<file path="config.mk">
export PLATFORM = sky130hd
export DESIGN_NAME = uart_tx_frame
export DESIGN_NICKNAME = d
export VERILOG_FILES = /design/src/rtl/uart_tx_frame.sv
export SDC_FILE = /design/constraint.sdc
export NUM_CORES = 1
export LEC_CHECK = 0
export BUFFER_PORTS_ARGS = -buffer_cell sky130_fd_sc_hd__buf_2
export CORE_ASPECT_RATIO = 0.7
export CORE_MARGIN = 2
export CORE_UTILIZATION = 30
export CTS_CLUSTER_SIZE = 40
export DETAILED_ROUTE_END_ITERATION = 8
export MAX_ROUTING_LAYER = met4
export PLACE_DENSITY_LB_ADDON = 0.2
export RECOVER_POWER = 50
export SLEW_MARGIN = 10
export SYNTH_ARGS = -nofsm -noshare
export SYNTH_HDL_FRONTEND = slang
export SYNTH_SLANG_ARGS = --single-unit
</file>
<file path="constraint.sdc">
create_clock -name clk -period 5 [get_ports clk]
set_input_delay 1 -clock clk [delete_from_list [all_inputs] [get_ports clk]]
set_output_delay 1 -clock clk [all_outputs]
set_load 0.01 [all_outputs]
</file>
<file path="src/rtl/uart_tx_frame.sv">
// UART transmit engine: a TX FIFO feeding a 16x-oversampled frame serializer with
// run-time character length, parity mode, stop-bit count and line break.
module uart_tx_frame #(
    parameter int unsigned FIFO_DEPTH = 16,
    parameter int unsigned CW         = $clog2(FIFO_DEPTH) + 1
) (
    input  logic          clk,
    input  logic          reset_n,
    input  logic          baud16_pulse,
    input  logic          wr_en,
    input  logic [8:0]    wr_data,
    input  logic [2:0]    char_len,
    input  logic [2:0]    parity_mode,
    input  logic [1:0]    stop_sel,
    input  logic          break_req,
    output logic          tx,
    output logic          txrdy,
    output logic          fifo_empty,
    output logic [CW-1:0] fifo_count,
    output logic          tx_busy,
    output logic          tx_done,
    output logic          overflow
);

    localparam int unsigned AW = (FIFO_DEPTH > 1) ? $clog2(FIFO_DEPTH) : 1;

    typedef enum logic [2:0] {
        StIdle, StLoad, StStart, StData, StParity, StStop, StBreak
    } state_e;

    function automatic logic [AW-1:0] ptr_inc(input logic [AW-1:0] p);
        return (p == AW'(FIFO_DEPTH - 1)) ? '0 : p + 1'b1;
    endfunction

    // FIFO storage and bookkeeping
    logic [8:0]    mem_q [FIFO_DEPTH];
    logic [AW-1:0] wr_ptr_q, rd_ptr_q;
    logic [CW-1:0] count_q, count_d;
    logic          txrdy_q, fifo_empty_q, overflow_q;
    logic          full, push, pop;
    logic [8:0]    rd_data, rd_masked;

    // Serializer state and per-frame latched configuration
    state_e     state_q, state_d;
    logic [4:0] tick_q, tick_d;
    logic [3:0] bit_idx_q, bit_idx_d;
    logic [8:0] char_q, char_d;
    logic [3:0] last_idx_q, last_idx_d;
    logic       par_en_q, par_en_d;
    logic       par_bit_q, par_bit_d;
    logic [4:0] stop_last_q, stop_last_d;
    logic       tx_q, tx_d;
    logic       tx_busy_q, tx_done_q, done_d;

    // Decoded configuration presented at the moment of the pop
    logic [3:0] ld_last_idx;
    logic       ld_par_en, ld_par_bit;
    logic [4:0] ld_stop_last;

    assign full    = (count_q == CW'(FIFO_DEPTH));
    assign push    = wr_en && !full;
    assign rd_data = mem_q[rd_ptr_q];

    always_comb begin
        count_d = count_q;
        case ({push, pop})
            2'b10:   count_d = count_q + 1'b1;
            2'b01:   count_d = count_q - 1'b1;
            default: count_d = count_q;
        endcase
    end

    always_comb begin
        ld_last_idx = 4'd7;
        case (char_len)
            3'd0:    ld_last_idx = 4'd4;
            3'd1:    ld_last_idx = 4'd5;
            3'd2:    ld_last_idx = 4'd6;
            3'd4:    ld_last_idx = 4'd8;
            default: ld_last_idx = 4'd7;
        endcase
        rd_masked = '0;
        for (int i = 0; i < 9; i++) begin
            rd_masked[i] = rd_data[i] & (4'(i) <= ld_last_idx);
        end
        ld_par_en  = 1'b0;
        ld_par_bit = 1'b0;
        case (parity_mode)
            3'd1:    begin ld_par_en = 1'b1; ld_par_bit = ~^rd_masked; end
            3'd2:    begin ld_par_en = 1'b1; ld_par_bit = ^rd_masked;  end
            3'd3:    begin ld_par_en = 1'b1; ld_par_bit = 1'b1;        end
            3'd4:    begin ld_par_en = 1'b1; ld_par_bit = 1'b0;        end
            default: ld_par_en = 1'b0;
        endcase
        case (stop_sel)
            2'd0:    ld_stop_last = 5'd15;
            2'd1:    ld_stop_last = 5'd23;
            default: ld_stop_last = 5'd31;
        endcase
    end

    always_comb begin
        state_d     = state_q;
        tick_d      = tick_q;
        bit_idx_d   = bit_idx_q;
        char_d      = char_q;
        last_idx_d  = last_idx_q;
        par_en_d    = par_en_q;
        par_bit_d   = par_bit_q;
        stop_last_d = stop_last_q;
        tx_d        = tx_q;
        done_d      = 1'b0;
        pop         = 1'b0;
        // Free-running tick count; every bit entry below clears it.
        if (baud16_pulse) tick_d = tick_q + 5'd1;
        unique case (state_q)
            StIdle: begin
                tx_d = 1'b1;
                if (break_req) begin
                    state_d = StBreak;
                    tx_d    = 1'b0;
                end else if (!fifo_empty_q) begin
                    state_d     = StLoad;
                    pop         = 1'b1;
                    char_d      = rd_masked;
                    last_idx_d  = ld_last_idx;
                    par_en_d    = ld_par_en;
                    par_bit_d   = ld_par_bit;
                    stop_last_d = ld_stop_last;
                end
            end
            StLoad: begin
                tx_d = 1'b1;
                if (baud16_pulse) begin
                    state_d = StStart;
                    tick_d  = '0;
                    tx_d    = 1'b0;
                end
            end
            StStart: begin
                if (baud16_pulse && tick_q == 5'd15) begin
                    state_d   = StData;
                    tick_d    = '0;
                    bit_idx_d = '0;
                    tx_d      = char_q[0];
                end
            end
            StData: begin
                if (baud16_pulse && tick_q == 5'd15) begin
                    tick_d = '0;
                    if (bit_idx_q == last_idx_q) begin
                        state_d = par_en_q ? StParity : StStop;
                        tx_d    = par_en_q ? par_bit_q : 1'b1;
                    end else begin
                        bit_idx_d = bit_idx_q + 4'd1;
                        char_d    = char_q >> 1;
                        tx_d      = char_q[1];
                    end
                end
            end
            StParity: begin
                if (baud16_pulse && tick_q == 5'd15) begin
                    state_d = StStop;
                    tick_d  = '0;
                    tx_d    = 1'b1;
                end
            end
            StStop: begin
                tx_d = 1'b1;
                if (baud16_pulse && tick_q == stop_last_q) begin
                    state_d = StIdle;
                    done_d  = 1'b1;
                end
            end
            StBreak: begin
                tx_d = 1'b0;
                if (!break_req && baud16_pulse) begin
                    state_d = StIdle;
                    tx_d    = 1'b1;
                end
            end
            default: begin
                state_d = StIdle;
                tx_d    = 1'b1;
            end
        endcase
    end

    always_ff @(posedge clk) begin
        if (push) mem_q[wr_ptr_q] <= wr_data;
    end

    always_ff @(posedge clk or negedge reset_n) begin
        if (!reset_n) begin
            wr_ptr_q     <= '0;
            rd_ptr_q     <= '0;
            count_q      <= '0;
            txrdy_q      <= 1'b1;
            fifo_empty_q <= 1'b1;
            overflow_q   <= 1'b0;
            state_q      <= StIdle;
            tick_q       <= '0;
            bit_idx_q    <= '0;
            char_q       <= '0;
            last_idx_q   <= '0;
            par_en_q     <= 1'b0;
            par_bit_q    <= 1'b0;
            stop_last_q  <= '0;
            tx_q         <= 1'b1;
            tx_busy_q    <= 1'b0;
            tx_done_q    <= 1'b0;
        end else begin
            if (push) wr_ptr_q <= ptr_inc(wr_ptr_q);
            if (pop)  rd_ptr_q <= ptr_inc(rd_ptr_q);
            count_q      <= count_d;
            txrdy_q      <= (count_d != CW'(FIFO_DEPTH));
            fifo_empty_q <= (count_d == '0);
            overflow_q   <= wr_en && full;
            state_q      <= state_d;
            tick_q       <= tick_d;
            bit_idx_q    <= bit_idx_d;
            char_q       <= char_d;
            last_idx_q   <= last_idx_d;
            par_en_q     <= par_en_d;
            par_bit_q    <= par_bit_d;
            stop_last_q  <= stop_last_d;
            tx_q         <= tx_d;
            tx_busy_q    <= (state_d != StIdle);
            tx_done_q    <= done_d;
        end
    end

    assign tx         = tx_q;
    assign txrdy      = txrdy_q;
    assign fifo_empty = fifo_empty_q;
    assign fifo_count = count_q;
    assign tx_busy    = tx_busy_q;
    assign tx_done    = tx_done_q;
    assign overflow   = overflow_q;

endmodule
</file>
Word-level counts from Yosys, hierarchy flattened:

Memories as Yosys holds them, arrays and structs flattened.
Cells that the tools add are included.

* flip-flop bits (word level): 51
* latch bits: 0
* memory bits (writable): 144
* memory bits (read-only): 0
* input port bits: 22
* output and inout bits: 11
* word-level logic and storage cells: 142
* memories kept: 1

* add/sub/neg operators: 6
* multipliers: 0
* divide/modulo/power cells: 0
* $lt $le $gt $ge: 9
* equality and inequality tests: 29
* shift operators: 0
* mux-type cells: 47
* bitwise gates (word level): 11
* reduce and logical (&&, ||, !) cells: 22

Memories
* mem_q: words 16, width 9, read ports 1, clocked after Yosys merged registers in 0, wr ports 1, line 36 `logic [8:0] mem_q [FIFO_DEPTH];`

Operator list (count)
* 9-bit 2-to-1 mux: 4
* 5-bit one-hot mux with 2 select lines: 3
* 3-bit 2-to-1 mux: 9
* 3-bit one-hot mux with 7 select lines: 1
* 4-bit 2-to-1 mux: 5
* 9-bit one-hot mux with 2 select lines: 1
* 1-bit 2-to-1 mux: 17
* 3-bit by 4-bit <= comparator with 1-bit output, first input constant: 4
* 4-bit one-hot mux with 4 select lines: 1
* 3-bit by 2-bit == test with 1-bit output, second input constant: 5
* 3-bit == test, second input constant: 5
* 5-bit 2-to-1 mux: 3
* 4-bit by 1-bit adder with 4-bit output, second input constant: 3
* 2-bit != test, second input constant: 6
* 5-bit by 1-bit adder with 5-bit output, second input constant: 2
* 1-bit bitwise AND: 9
* 3-bit by 1-bit == test with 1-bit output, second input constant: 3
* 9-bit XNOR reduction: 1
* 9-bit parity: 1
* 4-bit == test, second input constant: 2
* 1-bit by 4-bit <= comparator with 1-bit output, first input constant: 2
* 2-bit by 4-bit <= comparator with 1-bit output, first input constant: 2
* 4-bit one-hot mux with 2 select lines: 1
* 3-bit logical NOT: 2
* other kinds (23): 32

Logic depth before layout (Yosys ltp):

* depth after elaboration: 7
* mapped depth: 15

Worst setup path after synthesis:

Ideal clock, no wire load.

* path kind: input to register
* from: in break_req
* to: reg fifo_empty_q, in the netlist fifo_empty
* data arrival time: 3.279 ns
* setup slack: 1.637 ns
* stages: 13
* buffers on the path: 1
* cell sequence: or4_1 -> clkbuf_1 -> clkinv_1 -> ha_1 -> inv_1 -> fa_1 -> inv_1 -> a21o_1 -> a21oi_1 -> xnor2_1 -> nor2_1 -> xor2_1 -> nor3b_1

* cells in the longest elaborated chain, start to end: 5

RTL lines
* start: declaration: line 15 `input logic break_req,`
* 1-bit 2-to-1 mux *: line 119 `if (break_req) begin`
* 1-bit 2-to-1 mux *: line 116 `unique case (state_q)`
* named net pop: line 40 `logic full, push, pop;`
* 2-bit by 1-bit == test with 1-bit output / 2-bit == test (equally long branches): line 66 `case ({push, pop})`
* 5-bit one-hot mux with 2 select lines *: line 66
* named net count_d[4]: line 38 `logic [CW-1:0] count_q, count_d;`
* 5-bit logical NOT *: line 217 `fifo_empty_q <= (count_d == '0);`
* end signal: assignment: line 217
* end: declaration: line 39 `logic txrdy_q, fifo_empty_q, overflow_q;`

Mark *: on every way through the listed nets, which the timed path passes. The rest lies on a longest branch.
A chain may end at the register's enable or synchronous reset.

Final worst setup path:

* from: reg state_q[1]
* to: reg fifo_empty_q, in the netlist fifo_empty

* cells in the longest elaborated chain, start to end: 5

RTL lines
* start: declaration: line 44 `state_e state_q, state_d;`
* start signal: assignment: line 201 `state_q <= StIdle;`
* start signal: assignment: line 219 `state_q <= state_d;`
* 3-bit logical NOT *: line 116
* 1-bit 2-to-1 mux *: line 116
* named net pop: line 40
* 2-bit by 1-bit == test with 1-bit output / 2-bit == test (equally long branches): line 66
* 5-bit one-hot mux with 2 select lines *: line 66
* named net count_d[2]: line 38
* 5-bit logical NOT *: line 217

Marks and branches as above.

==> flow_summary_export.csv <==
group,metric,value,unit
clock_tree,cts_made_buffers,17,
timing,slew_violations,50,
logic_synthesis,ys_types,59,
floorplanning,row_count,51,
global_route,grt_pass1_vias,4684,
logic_synthesis,synth_warnings,0,
global_route,grt_max_degree,50,
logic_synthesis,yosys-top-cells-count,"edfxtp_1 (144), dfrtp_1 (46), nand2_1 (44)",
global_route,gr-total-overflow,0,
layout,antennaDiodeCount,0,
clock_tree,clk_pin_slew_worst_paths,0.07,ns
logic_synthesis,yosysTopAreaCell,"edfxtp_1",
global_route,grtUsageMet3,0.0324,
layout,area_delta_synth_final,14.4,%
floorplanning,pin_count,33,
setup_path,ff2ff_setup_slack,1.37,ns
setup_path,cp-start-kind,"register",
clock_tree,holdBufCountCts,0,
timing,hold_viol,0,
timing,fin_ws,1.37,ns
logic_synthesis,synth_edf_count,144,
logic_synthesis,netlist_area,8360,um^2
logic_synthesis,synthMostInstantiatedCell,"edfxtp_1",
logic_synthesis,synth_sequential_area_ratio,0.665,
clock_tree,cts_tree,"yes",
floorplanning,die_h,144,um
global_route,busiest_layer,"met2",
pwr,cellLeakagePower,3.42,nW
detailed_routing,route.detailed.drc,0,
logic_synthesis,synthesis.instances,530,
timing,setup_viol,0,
layout,postLayoutCellArea,9560,um^2
layout,final_util,0.347,
layout,drive_above_1_share,0.181,
timing,maxSlewHeadroom,-0.784,
floorplanning,core_area,27600,um^2
detailed_routing,firstDrtPassIters,4,
global_route,met1_usage,0.191,
logic_synthesis,synth_area_leaders,"edfxtp_1 (52%), dfrtp_1 (14%), mux4_2 (6.5%)",
run,drv_cap,1,
timing,fmax,276,MHz
clock_tree,cts_buffer_depth,2,
logic_synthesis,synth_nets,566,
setup_path,r2r_cells,12,
setup_path,r2r_start,"state_q[1]$_DFF_PN0_",
timing,finClkSkew,0.00849,ns
layout,seqCellArea,5560,um^2
detailed_routing,wl_per_cell,19.3,um
logic_synthesis,yosysTopAreaCellShare,0.518,
clock_tree,post_cts.repair.setup_buffers,0,
logic_synthesis,synth_ff_type,"edfxtp_1",
global_route,track_usage,0.138,
setup_path,required,5.36,ns
global_route,grt_pass1_wl,28.5,mm
placement,place_area,8980,um^2
detailed_routing,final_antenna_net_count,0,
pwr,total_power,0.00534,W
status,violations,"capacitance limit, slew limit",
hold_path,min-delay-path-class,"register to register",
timing,worst_pin_slew,2.68,ns
status,status,"complete, but fails checks",
detailed_routing,viasPerCell,4.86,
setup_path,end_kind,"register",
logic_synthesis,synth_seq_cells,193,
setup_path,arrival,3.99,ns
layout,multiInputGateArea,2590,um^2
placement,gp_congestion,0.798,
placement,port_buffers,32,
clock_tree,post_cts_resized,0,
timing,rsz0062_at_grt,"no",
placement,dp_hpwl,12.1,mm
layout,fill_cells,2667,
logic_synthesis,synth-async-reset-ratio,0.254,
timing,post-route-period-util,0.726,
timing,finalCriticalPeriod,3.63,ns
detailed_routing,vias,4647,
setup_path,cp-endpoint,"fifo_empty$_DFF_PN1_",
floorplanning,initial_utilization,0.303,
setup_path,worstSetupPathType,"register to register",
floorplanning,die-area,29200,um^2
placement,pre_cts_ws,1.01,ns
pwr,worst_ir_drop_vdd,0.000258,V
global_route,grt_util_met2,0.206,
pwr,power_density,558,nW/um^2
logic_synthesis,avgSynthCellArea,15.8,um^2
detailed_routing,drt_first_iter_violations,335,
layout,nets,608,
clock_tree,clock-sinks,193,
timing,tns,0,ns
clock_tree,clockRootBuffer,"clkbuf_16",
clock_tree,worstSkewPairLatency,0.44,ns
detailed_routing,wl,18.5,mm
floorplanning,fp.dieW,203,um
setup_path,worst-path-max-fanout,18,
setup_path,r2r_end,"fifo_empty$_DFF_PN1_",
clock_tree,htreeDepth,4,
global_route,antenna_found_initial,0,
setup_path,startpoint,"state_q[1]$_DFF_PN0_",
==> cell families (layout without fill, tap and decap cells) <==
logic type,Yosys count,after routing,share of synthesized area
fa+ha+maj,14,14,0.0219
xor+xnor,21,21,0.0237
simple gates,117,117,0.0641
compound gates,87,87,0.0684
flops,193,193,0.665
mux,54,54,0.132
buf+inv,44,99,0.0250
==> critical path, cell delays in order (launching register included) <==
cell	delay, ns
dfrtp_1	0.56
or2_2	0.37
or4_1	0.70
clkinv_1	0.30
ha_1	0.26
inv_1	0.10
fa_1	0.41
xor2_1	0.17
nor2_1	0.05
a21oi_1	0.13
inv_1	0.07
nor3_1	0.23
nor3b_1	0.21
==> placed cells by master (no fill, tap or decap), types with 4 or more instances in the layout <==
master	n
xnor2_1	14
nand3_1	6
clkbuf_16	17
ha_1	13
a21oi_1	23
nor3_1	8
buf_4	14
inv_1	18
nor2b_1	5
nor2_1	33
mux2i_1	11
a22oi_1	7
nand2_1	44
dfrtp_1	45
edfxtp_1	144
inv_8	5
a21o_1	6
clkbuf_1	11
buf_2	22
xor2_1	6
mux4_1	16
mux4_2	24
o21ai_0	24
clkinvlp_4	4
==> state kept, by name, indices dropped and copies added (netlist names) <==
signal       flops
tx_done          1
char_q           9
tick_q           5
bit_idx_q        4
mem_q          144
tx               1
fifo_count       5
fifo_empty       1
rd_ptr_q         4
last_idx_q       4
overflow         1
tx_busy          1
wr_ptr_q         4
par_bit_q        1
state_q          3
par_en_q         1
txrdy            1
stop_last_q      3
==> where the power goes <==
part           switching (W)  total [W]  internal [W]  leakage (nW)
clock               0.000660    0.00137      0.000711         0.278
sequential          0.000246    0.00224       0.00199          1.90
combinational       0.000904    0.00172      0.000821          1.23
total                0.00181    0.00534       0.00353          3.42
==> through the flow <==
step / cells / hold slack (ns)
floorplan: 530 / 0.442
global placement: 924 / 0.466
detailed placement: 924 / 0.471
CTS: 956 / 0.488
global route: 956 / 0.512
finish: 956 / 0.484
==> metal layers <==
layer / share of wire / routed length (um) / vias to the layer above
li1: - / - / 2128
met1: 0.50 / 9180 / 2414
met2: 0.45 / 8410 / 92
met3: 0.039 / 718 / 13
met4: 0.010 / 185 / 0
met5: 0 / 0 / -
==> worst min-delay path by stage <==
stage,startpoint,endpoint,slack (ns),cells after the start
finish,par_bit_q$_DFFE_PN0P_,par_bit_q$_DFFE_PN0P_,0.48,2
global route,par_bit_q$_DFFE_PN0P_,par_bit_q$_DFFE_PN0P_,0.51,2
CTS,par_bit_q$_DFFE_PN0P_,par_bit_q$_DFFE_PN0P_,0.49,2
detailed placement,char_q[7]$_DFFE_PN0P_,char_q[7]$_DFFE_PN0P_,0.47,2
global placement,char_q[7]$_DFFE_PN0P_,char_q[7]$_DFFE_PN0P_,0.47,2
floorplan,stop_last_q[2]$_DFFE_PN0P_,stop_last_q[2]$_DFFE_PN0P_,0.44,2
==> cell type report <==
| cell class | instances | area share |
|---|---|---|
| Multi-Input combinational cell | 293 | 0.272 |
| Clock buffer | 17 | 0.0445 |
| Inverter | 19 | 0.00746 |
| Sequential cell | 193 | 0.581 |
| Clock inverter | 15 | 0.0175 |
| Timing Repair Buffer | 48 | 0.0289 |
| Tap cell | 371 | 0.0486 |
Note: power is estimated with default switching activity, not from simulation.
